`config.mk`:
```
export PLATFORM = sky130hd
export DESIGN_NAME = lfsr_rng_gen
export DESIGN_NICKNAME = d
export VERILOG_FILES = /design/src/rtl/lfsr_rng_gen.sv
export SDC_FILE = /design/constraint.sdc
export NUM_CORES = 1
export LEC_CHECK = 0
export BUFFER_PORTS_ARGS = -buffer_cell sky130_fd_sc_hd__buf_4
export CORE_MARGIN = 4
export CORE_UTILIZATION = 30
export CTS_CLUSTER_DIAMETER = 40
export DETAILED_ROUTE_END_ITERATION = 8
export HOLD_SLACK_MARGIN = 0.08
export MAX_ROUTING_LAYER = met4
export SLEW_MARGIN = 20
export SYNTH_ARGS = -nofsm -noshare
export SYNTH_HDL_FRONTEND = slang
export SYNTH_SLANG_ARGS = --single-unit
```
`constraint.sdc`:
```
create_clock -name clk -period 3.6 [get_ports clk]
set_input_delay 0.36 -clock clk [delete_from_list [all_inputs] [get_ports clk]]
set_output_delay 0.36 -clock clk [all_outputs]
set_load 0.02 [all_outputs]
```
`src/rtl/lfsr_rng_gen.sv`:
```
// ----------------------------------------------------------------------------
// lfsr_rng_gen
// Parametrised Fibonacci LFSR pseudo-random source with runtime reseed and
// zero-state lockup protection. Two modes: free-running (a new value every
// clock) and on-demand draws (req -> STEPS shifts -> one-cycle valid pulse).
//
// Ports
//   clk         in   1      system clock, all state on posedge
//   reset       in   1      asynchronous active-high reset
//   seed_load   in   1      load seed_in into the LFSR (highest priority)
//   seed_in     in   WIDTH  seed value; all-zero is replaced by DEFAULT_SEED
//   free_run    in   1      1 = shift every cycle, 0 = on-demand draws
//   req         in   1      draw request, honoured only in IDLE with free_run=0
//   busy        out  1      draw in progress
//   valid       out  1      rand_out holds a fresh value (pulse, or held in free_run)
//   rand_out    out  WIDTH  registered random value
//   lockup_fix  out  1      pulse: an all-zero seed was replaced by DEFAULT_SEED
// ----------------------------------------------------------------------------
module lfsr_rng_gen #(
    parameter int unsigned      WIDTH        = 13,
    parameter logic [WIDTH-1:0] TAPS         = 13'h100D,
    parameter logic [WIDTH-1:0] DEFAULT_SEED = 13'h000F,
    parameter int unsigned      STEPS        = 13
) (
    input  logic             clk,
    input  logic             reset,
    input  logic             seed_load,
    input  logic [WIDTH-1:0] seed_in,
    input  logic             free_run,
    input  logic             req,
    output logic             busy,
    output logic             valid,
    output logic [WIDTH-1:0] rand_out,
    output logic             lockup_fix
);

    localparam int unsigned      CNT_W    = $clog2(STEPS + 1);
    localparam logic [CNT_W-1:0] CNT_INIT = CNT_W'(STEPS - 1);
    localparam logic [CNT_W-1:0] CNT_ONE  = CNT_W'(1);

    typedef enum logic {
        IDLE  = 1'b0,
        SHIFT = 1'b1
    } fsm_t;

    fsm_t             fsm_q, fsm_d;
    logic [WIDTH-1:0] state_q, state_d;
    logic [WIDTH-1:0] rand_d;
    logic [CNT_W-1:0] cnt_q, cnt_d;
    logic             valid_d, busy_d, lockup_d;

    // One Fibonacci step of the current state
    logic             fb_c;
    logic [WIDTH-1:0] shifted_c;

    assign fb_c      = ^(state_q & TAPS);
    assign shifted_c = {state_q[WIDTH-2:0], fb_c};

    // State register and registered outputs
    always_ff @(posedge clk or posedge reset) begin
        if (reset) begin
            fsm_q      <= IDLE;
            state_q    <= DEFAULT_SEED;
            cnt_q      <= '0;
            rand_out   <= DEFAULT_SEED;
            valid      <= 1'b0;
            busy       <= 1'b0;
            lockup_fix <= 1'b0;
        end else begin
            fsm_q      <= fsm_d;
            state_q    <= state_d;
            cnt_q      <= cnt_d;
            rand_out   <= rand_d;
            valid      <= valid_d;
            busy       <= busy_d;
            lockup_fix <= lockup_d;
        end
    end

    // Next-state: seed_load beats free_run, which beats the draw FSM
    always_comb begin
        fsm_d    = fsm_q;
        state_d  = state_q;
        cnt_d    = cnt_q;
        rand_d   = rand_out;
        valid_d  = 1'b0;
        lockup_d = 1'b0;

        if (seed_load) begin
            // Reseed aborts any draw; the last delivered value stays visible
            fsm_d = IDLE;
            cnt_d = '0;
            if (seed_in == '0) begin
                state_d  = DEFAULT_SEED;
                lockup_d = 1'b1;
            end else begin
                state_d = seed_in;
            end
        end else if (free_run) begin
            fsm_d   = IDLE;
            cnt_d   = '0;
            state_d = shifted_c;
            rand_d  = shifted_c;
            valid_d = 1'b1;
        end else begin
            case (fsm_q)
                IDLE: begin
                    if (req) begin
                        state_d = shifted_c;
                        if (STEPS == 1) begin
                            rand_d  = shifted_c;
                            valid_d = 1'b1;
                        end else begin
                            cnt_d = CNT_INIT;
                            fsm_d = SHIFT;
                        end
                    end
                end
                SHIFT: begin
                    // cnt counts shifts still owed; the last one delivers
                    state_d = shifted_c;
                    cnt_d   = cnt_q - CNT_ONE;
                    if (cnt_q == CNT_ONE) begin
                        rand_d  = shifted_c;
                        valid_d = 1'b1;
                        fsm_d   = IDLE;
                    end
                end
                default: begin
                    fsm_d = IDLE;
                    cnt_d = '0;
                end
            endcase
        end

        busy_d = (fsm_d == SHIFT);
    end

endmodule

```
# == After elaboration in Yosys (flattened, before gate mapping) ==
# Index checks and enable logic that the tools add are counted.
# op_classes
add_sub_neg,1
n_eq_ne,2
mux,23
bitwise_logic,2
n_reduce_logical,5
# op_table
operator,n
13-bit two-way mux,7
13-bit case mux with 2 select lines,1
13-bit logical NOT,1
13-bit XOR reduction,1
4-bit two-way mux,3
1-bit two-way mux,10
4-bit case mux with 2 select lines,1
4-bit by 1-bit == test with 1-bit output (second input constant),1
4-bit != test (second input constant),1
2-bit nonzero test,2
4-bit by 1-bit subtractor with 4-bit output (second input constant),1
3-bit AND reduction,1
1-bit inverter,2
1-bit case mux with 2 select lines,1
# word_totals
reg_bits,33
elab_cells,39
in_bits,18

# == Depth between registers and ports, before layout ==
# Gate-level depths: netlist of the first run.
# logic_depth
depth_word,5
depth_mapped,7
ltp_nobuf,6

# == Worst setup path before layout of the first run ==
# Ideal clock, no wire load.
# synth_timing
path_kind,flip-flop to flip-flop
start,register cnt_q[0]
end,register rand_out[11]
stages_incl_launch_ff,6
slack_ns,1.896
setup_ns,0.125
arrival_time_ns,1.579
n_path_buf,1
cell_sequence,dfrtp_1 ha_1 and4bb_2 o21ai_2 buf_2 mux2_2
# synth_via
elab_chain_len,3
# synth_rtl
element,line,source
"start, declared",49,"logic [CNT_W-1:0] cnt_q, cnt_d;"
"start signal, assigned",72,cnt_q <= cnt_d;
4-bit by 1-bit == test with 1-bit output,123,if (cnt_q == CNT_ONE) begin
2-bit nonzero test (no source line),n/a,
3-bit AND reduction (no source line),n/a,
"end signal, assigned",73,rand_out <= rand_d;
"end, declared",33,"output logic [WIDTH-1:0] rand_out,"
# Every way passes these cells.
# A chain may end at the register's enable or synchronous reset.

# == Worst setup path in the final report of the first run ==
# layout_timing
start,register cnt_q[1]
end,register rand_out[4]
# The elaborated chain is that of the path after synthesis.

==> results of run 1 <==
[sequential cells by signal, indices dropped and copies added (netlist names)]
register and cells:
lockup_fix 1, cnt_q 4, valid 1, rand_out 13, fsm_q 1, state_q 13
[cells by family (layout without fill, tap and decap cells)]
kind of cell,count (synthesis),count (layout),synth area share
buffers and inverters,13,48,0.0369
flip-flops,33,33,0.548
XOR/XNOR,4,4,0.0229
AND/OR/NAND/NOR,31,31,0.111
multiplexers,21,21,0.148
adder cells (fa/ha/maj),2,2,0.0164
AO/OA/AOI/OAI,25,25,0.117
[metal layers]
layer / wire length [µm] / global-route usage / vias up / part of all wire
li1: - / - / 515 / -
met1: 1430 / 0.145 / 514 / 0.45
met2: 1460 / 0.178 / 33 / 0.46
met3: 230 / 0.0454 / 6 / 0.073
met4: 44 / 0.0361 / 0 / 0.014
met5: 0 / - / - / 0
[critical path, stage by stage (launching register included)]
cell	delay (ns)
dfrtp_1	0.37
inv_1	0.09
ha_1	0.19
and4bb_2	0.24
o21ai_2	0.59
mux2_2	0.41
[cells in the mapped netlist, types with 3 or more instances]
master	n	area, µm²
buf_2	6	30.0
mux2_2	12	135
dfstp_2	8	210
mux2i_1	9	90.1
inv_1	6	22.5
nand2_1	14	52.6
nor3_1	4	20.0
xnor2_1	4	35.0
o21ai_1	3	15.0
nor2_1	5	18.8
dfrtp_1	25	626
o21ai_0	10	50.1
[path summary, 6_finish.rpt]
path / from / to / slack [ns] / cells past startpoint
max: cnt_q[1]$_DFFE_PP0P_ / rand_out[4]$_DFFE_PP0P_ / 1.59 / 5
min: reset / state_q[9]$_DFFE_PP0P_ / 0.15 / 2
max reg2reg: cnt_q[1]$_DFFE_PP0P_ / rand_out[4]$_DFFE_PP0P_ / 1.59 / 5
min reg2reg: state_q[2]$_DFFE_PP1P_ / state_q[2]$_DFFE_PP1P_ / 0.49 / 2
max in group asynchronous: reset / rand_out[0]$_DFFE_PP1P_ / 2.85 / 3
min in group clk: seed_in[1] / lockup_fix$_DFF_PP0_ / 0.38 / 3
[metrics by stage]
stage	total power [mW]	std cells	util	hold slack, ns	area [µm²]
finish	1.03	231	0.399	0.150	1920
global route	1.10	231	0.399	0.206	1920
CTS	1.05	231	0.399	0.369	1920
detailed placement	0.767	223	0.380	0.480	1830
global placement	0.761	223	0.380	0.468	1830
floorplan	0.656	129	-	0.462	1530
[final cells by class]
| cell class | instances | area [µm²] | share of cell area |
|---|---|---|---|
| sequential | 33 | 836 | 0.435 |
| inverter | 6 | 22.5 | 0.0117 |
| timing repair buffer | 34 | 255 | 0.133 |
| tap | 67 | 83.8 | 0.0436 |
| clock buffer | 8 | 90.1 | 0.0469 |
| multi-input combinational | 83 | 634 | 0.330 |
[power groups by stage]
stage	clock [mW]	combinational [mW]	sequential, mW
final	0.280	0.255	0.498
after global routing	0.314	0.280	0.510
after CTS	0.292	0.261	0.500
after detailed placement	0	0.261	0.506
after global placement	0	0.258	0.503
after floorplan	0	0.108	0.548
==> impl_results.md, run 1 <==
* DR DRC count at 0
* Maximum VDD drop at 211 µV
* Antenna cell count at 0
* First-pass GRT wire length at 5490 µm
* Crit path kind: reg -> reg
* Syn_nets at 149
* # fillers at 495
* Setup WS post-layout at 1.59 ns
* Post-synth ARST share at 1.00
* Pleak at 0.853 nW
* Worst slew pin tran at 0.778 ns
* TritonCTS Buffers at 5
* Setup Viol. Count Final at 0
* CP endpoint kind: flip-flop
* Buffer count from post-CTS setup fixing at 0
* Crit start category: flip-flop
* Post-synth top flop: dfrtp_1
* Gr ovfl total at 0
* CTS tree: yes
* Routed Antenna Nets at 0
* Die Area at 6290 µm²
* CTS sink cnt at 33
* I/O Buffers at 33
* DRT Pass-1 Iters at 4
* Relative slew margins at 0.479
* Skew-Pair Late Insertion Delay at 0.28 ns
* Worst EP required at 3.76 ns
* Yosys cell types at 29
* CTS Root Cell: clkbuf_8
* RSZ-0062 raised after global routing: no
* Fin crit period at 2.01 ns
* Total GRT Usage at 0.117
* CTS Hold Bufs at 0
* DP Wirelength at 2420 µm
* Crit path arrival time at 2.17 ns
* Drt wl/cell at 13.7 µm
* Setup TNS Final at 0 ns
* Status: complete, no violations
* Avg Inst Size Synth at 11.8 µm²
* Internal power at 0.737 mW
* Psw at 0.297 mW
* Clk_skew at 0.00536 ns
* Core area at 4820 µm²
* Slew Limit Fails at 0
* Commonest non-fill, non-tap cell in the layout: buf_4
* Power share of the clock group at 0.271
* DRT iter0 DRCs at 62
* Post-DR vias/cell at 4.62
* Initial Util at 0.317
* Final nets at 183
* Sequential fraction of the synthesis area at 0.548
* Ports at 34
* Logic pwr share at 0.247
* Power Density at 538 nW/µm²
* Die width at 79.3 µm
* Peak Freq at 498 MHz
* Synth warnings at 0
* Mapped Area at 1530 µm²
* Max Cap Violations at 0
* Number of flops mapped to enable cells by yosys at 0
* CTS clk-pin slew, worst paths at 0.07 ns
* CTS Buffer Depth at 2
* Final Cycle Share at 0.558
* Worst slack, placed at 1.59 ns
* Final Hold Fails at 0
* Row count at 25
* GPL Wtd Cong at 0.853
* Synth Instances at 129
* Die H at 79.3 µm
* Post-cts sizing count at 0
* Number of global-route vias before repair at 1141
* Layout cell share with drive strength beyond 1 at 0.427
* Final wirelength at 3160 µm
* Commonest cells after routing, fill and taps aside: buf_4, dfrtp_1, nand2_1
* H-tree depth at 2
* Worst Hold Class: in -> async
* Switching share of power at 0.287
* Seq pwr share at 0.482
* Yosys reg bits at 33
* Initial antenna violation count at 0
* Via count at 1068
* Area Overhead vs Synth at 25.9%
* Largest net degree at the start of global routing at 30
* CP Max Fanout at 15
Power figures use the tool's default switching activity.
==> run 2: changes to the inputs <==
==> constraint.sdc (replaced) <==
create_clock -name clk -period 1.8 [get_ports clk]
set_input_delay 0.18 -clock clk [delete_from_list [all_inputs] [get_ports clk]]
set_output_delay 0.18 -clock clk [all_outputs]
set_load 0.02 [all_outputs]
==> run 2 against run 1 <==
Critical path depth grew 1. Count of clock-buffer cells in the layout shrank 1. Clock power grew 120%. Sequential share of layout area shrank 1.2 points. Cell area grew 2.9%.
==> impl_results.md, run 2 (synthesized netlist as in run 1, its figures left out) <==
* Status: complete, no violations
* Via count at 1088 (+1.9%)
* Relative slew margins at 0.718 (+0.239)
* Gr ovfl total at 0 (unchanged)
* Commonest cells after routing, fill and taps aside: buf_4, dfrtp_1, nand2_1
* Largest net degree at the start of global routing at 34 (+13%)
* Setup Viol. Count Final at 0 (unchanged)
* CP endpoint kind: flip-flop
* PnR Total Power at 2.14 mW (+110%)
* CP Cell Sequence: inv_1 -> ha_1 -> and4bb_2 -> o21ai_2 -> buf_12 -> mux2_2
* Max Cap Violations at 0 (unchanged)
* Slew Limit Fails at 0 (unchanged)
* Worst EP required at 1.97 ns (-1.79 ns)
* Pleak at 0.888 nW (+4.1%)
* Core area at 4820 µm² (unchanged)
* Layout cell share with drive strength beyond 1 at 0.440 (+0.0136)
* Psw at 0.621 mW (+110%)
* Final wirelength at 3340 µm (+5.8%)
* Routed Antenna Nets at 0 (unchanged)
* Number of global-route vias before repair at 1209 (+6.0%)
* Initial Util at 0.317 (unchanged)
* Largest regs: rand_out (13), state_q (13), cnt_q (4)
* Fin crit period at 1.62 ns (-0.385 ns)
* Power share of the clock group at 0.286 (+0.015)
* Die width at 79.3 µm (unchanged)
* Logic pwr share at 0.248 (about the same)
* Final Hold Fails at 0 (unchanged)
* CTS sink cnt at 33 (unchanged)
* Switching share of power at 0.290 (+0.00320)
* Final Cycle Share at 0.901 (+0.344)
* DRT Pass-1 Iters at 4 (unchanged)
* Total GRT Usage at 0.122 (+0.00466)
* CTS Buffer Depth at 2 (unchanged)
* CTS Hold Bufs at 1 (+1)
* DR DRC count at 0 (unchanged)
* CTS clk-pin slew, worst paths at 0.07 ns (about the same)
* DRT iter0 DRCs at 54 (-13%)
* CP max stage delay at 0.35 ns (-0.24 ns)
* Die Area at 6290 µm² (unchanged)
* DP Wirelength at 2450 µm (+1.3%)
* Worst Hold Class: in -> reg
* Row count at 25 (unchanged)
* Drt wl/cell at 14.2 µm (+4.0%)
* Setup TNS Final at 0 ns (unchanged)
* Critical hold path startpoint: seed_in[1]
* Power Density at 1080 nW/µm² (+100%)
* Commonest non-fill, non-tap cell in the layout: buf_4
* I/O Buffers at 33 (unchanged)
* Buffer count from post-CTS setup fixing at 0 (unchanged)
* Area Overhead vs Synth at 29.6%
* Crit path kind: reg -> reg
* Antenna cell count at 0 (unchanged)
* Seq pwr share at 0.465 (-0.017)
* Die H at 79.3 µm (unchanged)
* Crit path arrival time at 1.79 ns (-0.38 ns)
* Crit-path slowest cell: dfrtp_1
* Worst slew pin tran at 0.423 ns (-0.356 ns)
* CP Max Fanout at 15 (unchanged)
* Initial antenna violation count at 0 (unchanged)
* H-tree depth at 2 (unchanged)
* First-pass GRT wire length at 5780 µm (+5.4%)
* Ports at 34 (unchanged)
* Post-cts sizing count at 0 (unchanged)
* CTS Root Cell: clkbuf_8
* RSZ-0062 raised after global routing: no
* CP startpoint: cnt_q[1]$_DFFE_PP0P_
* Post-DR vias/cell at 4.63 (+0.14%)
* Crit start category: flip-flop
* Skew-Pair Late Insertion Delay at 0.28 ns (about the same)
* TritonCTS Buffers at 5 (unchanged)
* Maximum VDD drop at 420 µV (+99%)
* Final nets at 187 (+2.2%)
* CTS tree: yes
* Peak Freq at 616 MHz (+24%)
* FF-to-FF Start: cnt_q[1]$_DFFE_PP0P_
* Internal power at 1.52 mW (+110%)
* Clk_skew at 0.00590 ns (+0.000543 ns)
* GPL Wtd Cong at 0.737 (-14%)
run 2: cell types whose count changed in the layout (fill, tap and decap cells not counted):
cell           previous run  this run
buf_12                    0         1
inv_2                     1         0
clkinv_2                  0         1
buf_4                    34        36
dlygate4sd3_1             0         1
clkbuf_8                  6         7
inv_1                     5         6
clkbuf_1                  2         0
run 2: path summary, 6_finish.rpt:
check | depth (start not counted) | end | slack (ns)
worst max-delay path | 6 | rand_out[8]$_DFFE_PP0P_ | 0.18
worst min-delay path | 3 | state_q[1]$_DFFE_PP1P_ | 0.19
worst max register to register | 6 | rand_out[8]$_DFFE_PP0P_ | 0.18
worst min register to register | 2 | rand_out[0]$_DFFE_PP1P_ | 0.48
max in group asynchronous | 4 | state_q[2]$_DFFE_PP1P_ | 0.92
min in group asynchronous | 4 | state_q[6]$_DFFE_PP0P_ | 0.55
run 2: cell type report:
cell class                 count  area, µm²
fill                         512       2840
multi-input combinational     83        634
tap                           67       83.8
timing repair buffer          38        300
clock inverter                 1       5.00
sequential                    33        836
clock buffer                   7       96.3
inverter                       6       22.5
run 2: power by group through the flow:
| stage | registers, mW | logic (mW) | clock network, mW |
|---|---|---|---|
| floorplan | 1.10 | 0.216 | 0 |
| global placement | 1.00 | 0.526 | 0 |
| detailed placement | 1.01 | 0.536 | 0 |
| CTS | 0.997 | 0.540 | 0.634 |
| global route | 1.02 | 0.577 | 0.671 |
| finish | 0.995 | 0.530 | 0.612 |
run 2: through the flow:
step	setup WS [ns]	cells	hold WS [ns]	utilization	instance area, µm²
after global routing	0.0826	235	0.186	0.411	1980
after CTS	0.163	235	0.176	0.411	1980
final	0.178	235	0.185	0.411	1980
after floorplan	0.0959	129	0.303	-	1530
after detailed placement	0.170	226	0.309	0.388	1870
after global placement	0.215	226	0.299	0.388	1870
run 2: critical path, delay by kind of cell, from the launching register on:
kind                       cells  cell delay [ns]
AOI/OAI and AO/OA              1             0.16
adders and majority gates      1             0.18
buffers and inverters          2             0.24
DFF                            1             0.35
muxes                          1             0.34
and+or+nand+nor                1             0.24
run 2: per-layer routing:
metal,track usage,up-vias,wire length [µm]
li1,-,528,-
met1,0.156,528,1570
met2,0.187,27,1580
met3,0.0340,5,161
met4,0.0412,0,38
met5,-,-,0
==> run 3: changes to the inputs <==
--- a/config.mk
+++ b/config.mk
@@ -12,6 +12,7 @@
 export DETAILED_ROUTE_END_ITERATION = 8
 export HOLD_SLACK_MARGIN = 0.08
 export MAX_ROUTING_LAYER = met4
+export REMOVE_ABC_BUFFERS = 1
 export SLEW_MARGIN = 20
 export SYNTH_ARGS = -nofsm -noshare
 export SYNTH_HDL_FRONTEND = slang
==> run 3 against run 2 <==
Clock skew fell by 0.00054 ns. Sequential share of layout area rose by 0.51 points. Critical endpoint is now rand_out[5]$_DFFE_PP0P_. Non-clock buffer count rose by 1. Register-to-register slack barely moved. Flip-flop and latch count did not move. Via count fell by 2.7%. First-iteration DRC count rose by 9.3%. Utilization fell by 0.49 points. Combinational power fell by 1%. Global-route usage fell by 0.72 points. Count of clock-buffer cells in the layout fell by 1. Largest cell class unchanged. Hold slack got worse by 0.0060 ns. Largest power group unchanged.
==> impl_results.md, run 3 (synthesized netlist as in run 1, its figures left out) <==
* CTS Root Cell: clkbuf_8
* Worst EP required at 1.96 ns (about the same)
* Peak Freq at 614 MHz (-0.32%)
* Number of global-route vias before repair at 1187 (-1.8%)
* Skew-Pair Late Insertion Delay at 0.28 ns (about the same)
* Maximum VDD drop at 466 µV (+11%)
* CTS sink cnt at 33 (unchanged)
* Largest regs: rand_out (13), state_q (13), cnt_q (4)
* Slew Limit Fails at 0 (unchanged)
* CP max stage delay at 0.35 ns (about the same)
* Pleak at 0.877 nW (-1.2%)
* Final Cycle Share at 0.904 (+0.00294)
* Area Overhead vs Synth at 28.0%
* First-pass GRT wire length at 5470 µm (-5.4%)
* Power Density at 1050 nW/µm² (-3.0%)
* Die Area at 6290 µm² (unchanged)
* DP Wirelength at 2340 µm (-4.5%)
* Setup Viol. Count Final at 0 (unchanged)
* CP Max Fanout at 8 (-7)
* Row count at 25 (unchanged)
* Final Hold Fails at 0 (unchanged)
* Worst slew pin tran at 0.415 ns (-0.00796 ns)
* Largest net degree at the start of global routing at 34 (unchanged)
* Ports at 34 (unchanged)
* DRT iter0 DRCs at 59 (+9.3%)
* Post-cts sizing count at 0 (unchanged)
* CTS tree: yes
* Crit-path slowest cell: dfrtp_1
* CP Cell Sequence: inv_1 -> ha_1 -> and4bb_2 -> o21ai_2 -> buf_4 -> mux2_2
* Die H at 79.3 µm (unchanged)
* Via count at 1059 (-2.7%)
* Commonest non-fill, non-tap cell in the layout: buf_4
* Fin cells at 236 (+0.43%)
* H-tree depth at 2 (unchanged)
* Layout cell share with drive strength beyond 1 at 0.438 (-0.00261)
* Initial antenna violation count at 0 (unchanged)
* Core area at 4820 µm² (unchanged)
* Initial Util at 0.317 (unchanged)
* Final nets at 188 (+0.53%)
* Max Cap Violations at 0 (unchanged)
* Buffer count from post-CTS setup fixing at 0 (unchanged)
* Crit start category: flip-flop
* Post-DR vias/cell at 4.49 (-3.1%)
* DRT Pass-1 Iters at 4 (unchanged)
* DR DRC count at 0 (unchanged)
* Setup TNS Final at 0 ns (unchanged)
* TritonCTS Buffers at 5 (unchanged)
* Crit path arrival time at 1.79 ns (about the same)
* Clk_skew at 0.00537 ns (-0.000536 ns)
* Total GRT Usage at 0.115 (-0.00725)
* CP endpoint kind: flip-flop
* Drt wl/cell at 13.2 µm (-7.5%)
* Fin crit period at 1.63 ns (+0.00528 ns)
* Placed Cells at 227 (+0.44%)
* Routed Antenna Nets at 0 (unchanged)
* # fillers at 490 (-4.3%)
* Worst hold margin at 0.179 ns (-0.00600 ns)
* RSZ-0062 raised after global routing: no
* Final wirelength at 3100 µm (-7.1%)
* Crit path kind: reg -> reg
* Commonest cells after routing, fill and taps aside: buf_4, dfrtp_1, nand2_1
* I/O Buffers at 33 (unchanged)
* Relative slew margins at 0.724 (+0.00531)
* Status: complete, no violations
* Die width at 79.3 µm (unchanged)
* CTS Buffer Depth at 2 (unchanged)
* Worst Hold Class: in -> reg
* Antenna cell count at 0 (unchanged)
* CTS clk-pin slew, worst paths at 0.07 ns (about the same)
* GPL Wtd Cong at 0.799 (+8.5%)
* Gr ovfl total at 0 (unchanged)
run 3: cell types whose count changed in the layout (fill, tap and decap cells not counted), sizes merged:
cell,before,now
buf,37,38
clkbuf,7,6
clkinv,1,2
run 3: stage by stage:
| step | setup slack [ns] | instance area, µm² | total power [mW] | utilization |
|---|---|---|---|---|
| floorplan | 0.000764 | 1490 | 1.30 | - |
| global placement | 0.205 | 1860 | 1.53 | 0.386 |
| detailed placement | 0.168 | 1860 | 1.54 | 0.386 |
| CTS | 0.152 | 1950 | 2.08 | 0.406 |
| global route | 0.0794 | 1950 | 2.18 | 0.406 |
| finish | 0.172 | 1950 | 2.05 | 0.406 |
run 3: cell type report:
cell class                      instances  area (µm²)  area share
Clock buffer                            6        72.6      0.0371
Clock inverter                          2        10.0     0.00512
Inverter                                6        22.5      0.0115
Multi-Input combinational cell         83         634       0.325
Sequential cell                        33         836       0.428
Tap cell                               67        83.8      0.0429
Timing Repair Buffer                   39         295       0.151
run 3: worst paths after layout:
path	endpoint	slack (ns)	cells past startpoint	startpoint
max	rand_out[5]$_DFFE_PP0P_	0.17	6	cnt_q[1]$_DFFE_PP0P_
min	lockup_fix$_DFF_PP0_	0.18	3	seed_in[1]
max reg2reg	rand_out[5]$_DFFE_PP0P_	0.17	6	cnt_q[1]$_DFFE_PP0P_
min reg2reg	rand_out[0]$_DFFE_PP1P_	0.48	2	rand_out[0]$_DFFE_PP1P_
max in group asynchronous	state_q[3]$_DFFE_PP1P_	0.91	4	reset
min in group asynchronous	fsm_q$_DFF_PP0_	0.56	4	reset
run 3: critical path, delay by kind of cell (launching register included):
family | cells | cell delay [ns]
AOI/OAI and AO/OA | 1 | 0.13
adders and majority gates | 1 | 0.18
buffers and inverters | 2 | 0.26
DFF | 1 | 0.35
muxes | 1 | 0.34
and+or+nand+nor | 1 | 0.23
run 3: timing repair:
| action | CTS | global route |
|---|---|---|
| endpoints found under the hold margin | 25 | 0 |
| endpoints found under the setup margin | 0 | 0 |
| hold buffers | 1 | 0 |
run 3: routing by layer:
| metal | routed length, µm | share of wire | track usage | up-vias |
|---|---|---|---|---|
| met4 | 53 | 0.017 | 0.0447 | 0 |
| li1 | - | - | - | 528 |
| met2 | 1420 | 0.46 | 0.176 | 30 |
| met1 | 1410 | 0.45 | 0.138 | 494 |
| met5 | 0 | 0 | - | - |
| met3 | 218 | 0.070 | 0.0420 | 7 |
run 3: power breakdown:
part | internal [mW] | switching (mW)
clock | 0.268 | 0.260
combinational | 0.261 | 0.263
sequential | 0.908 | 0.0888
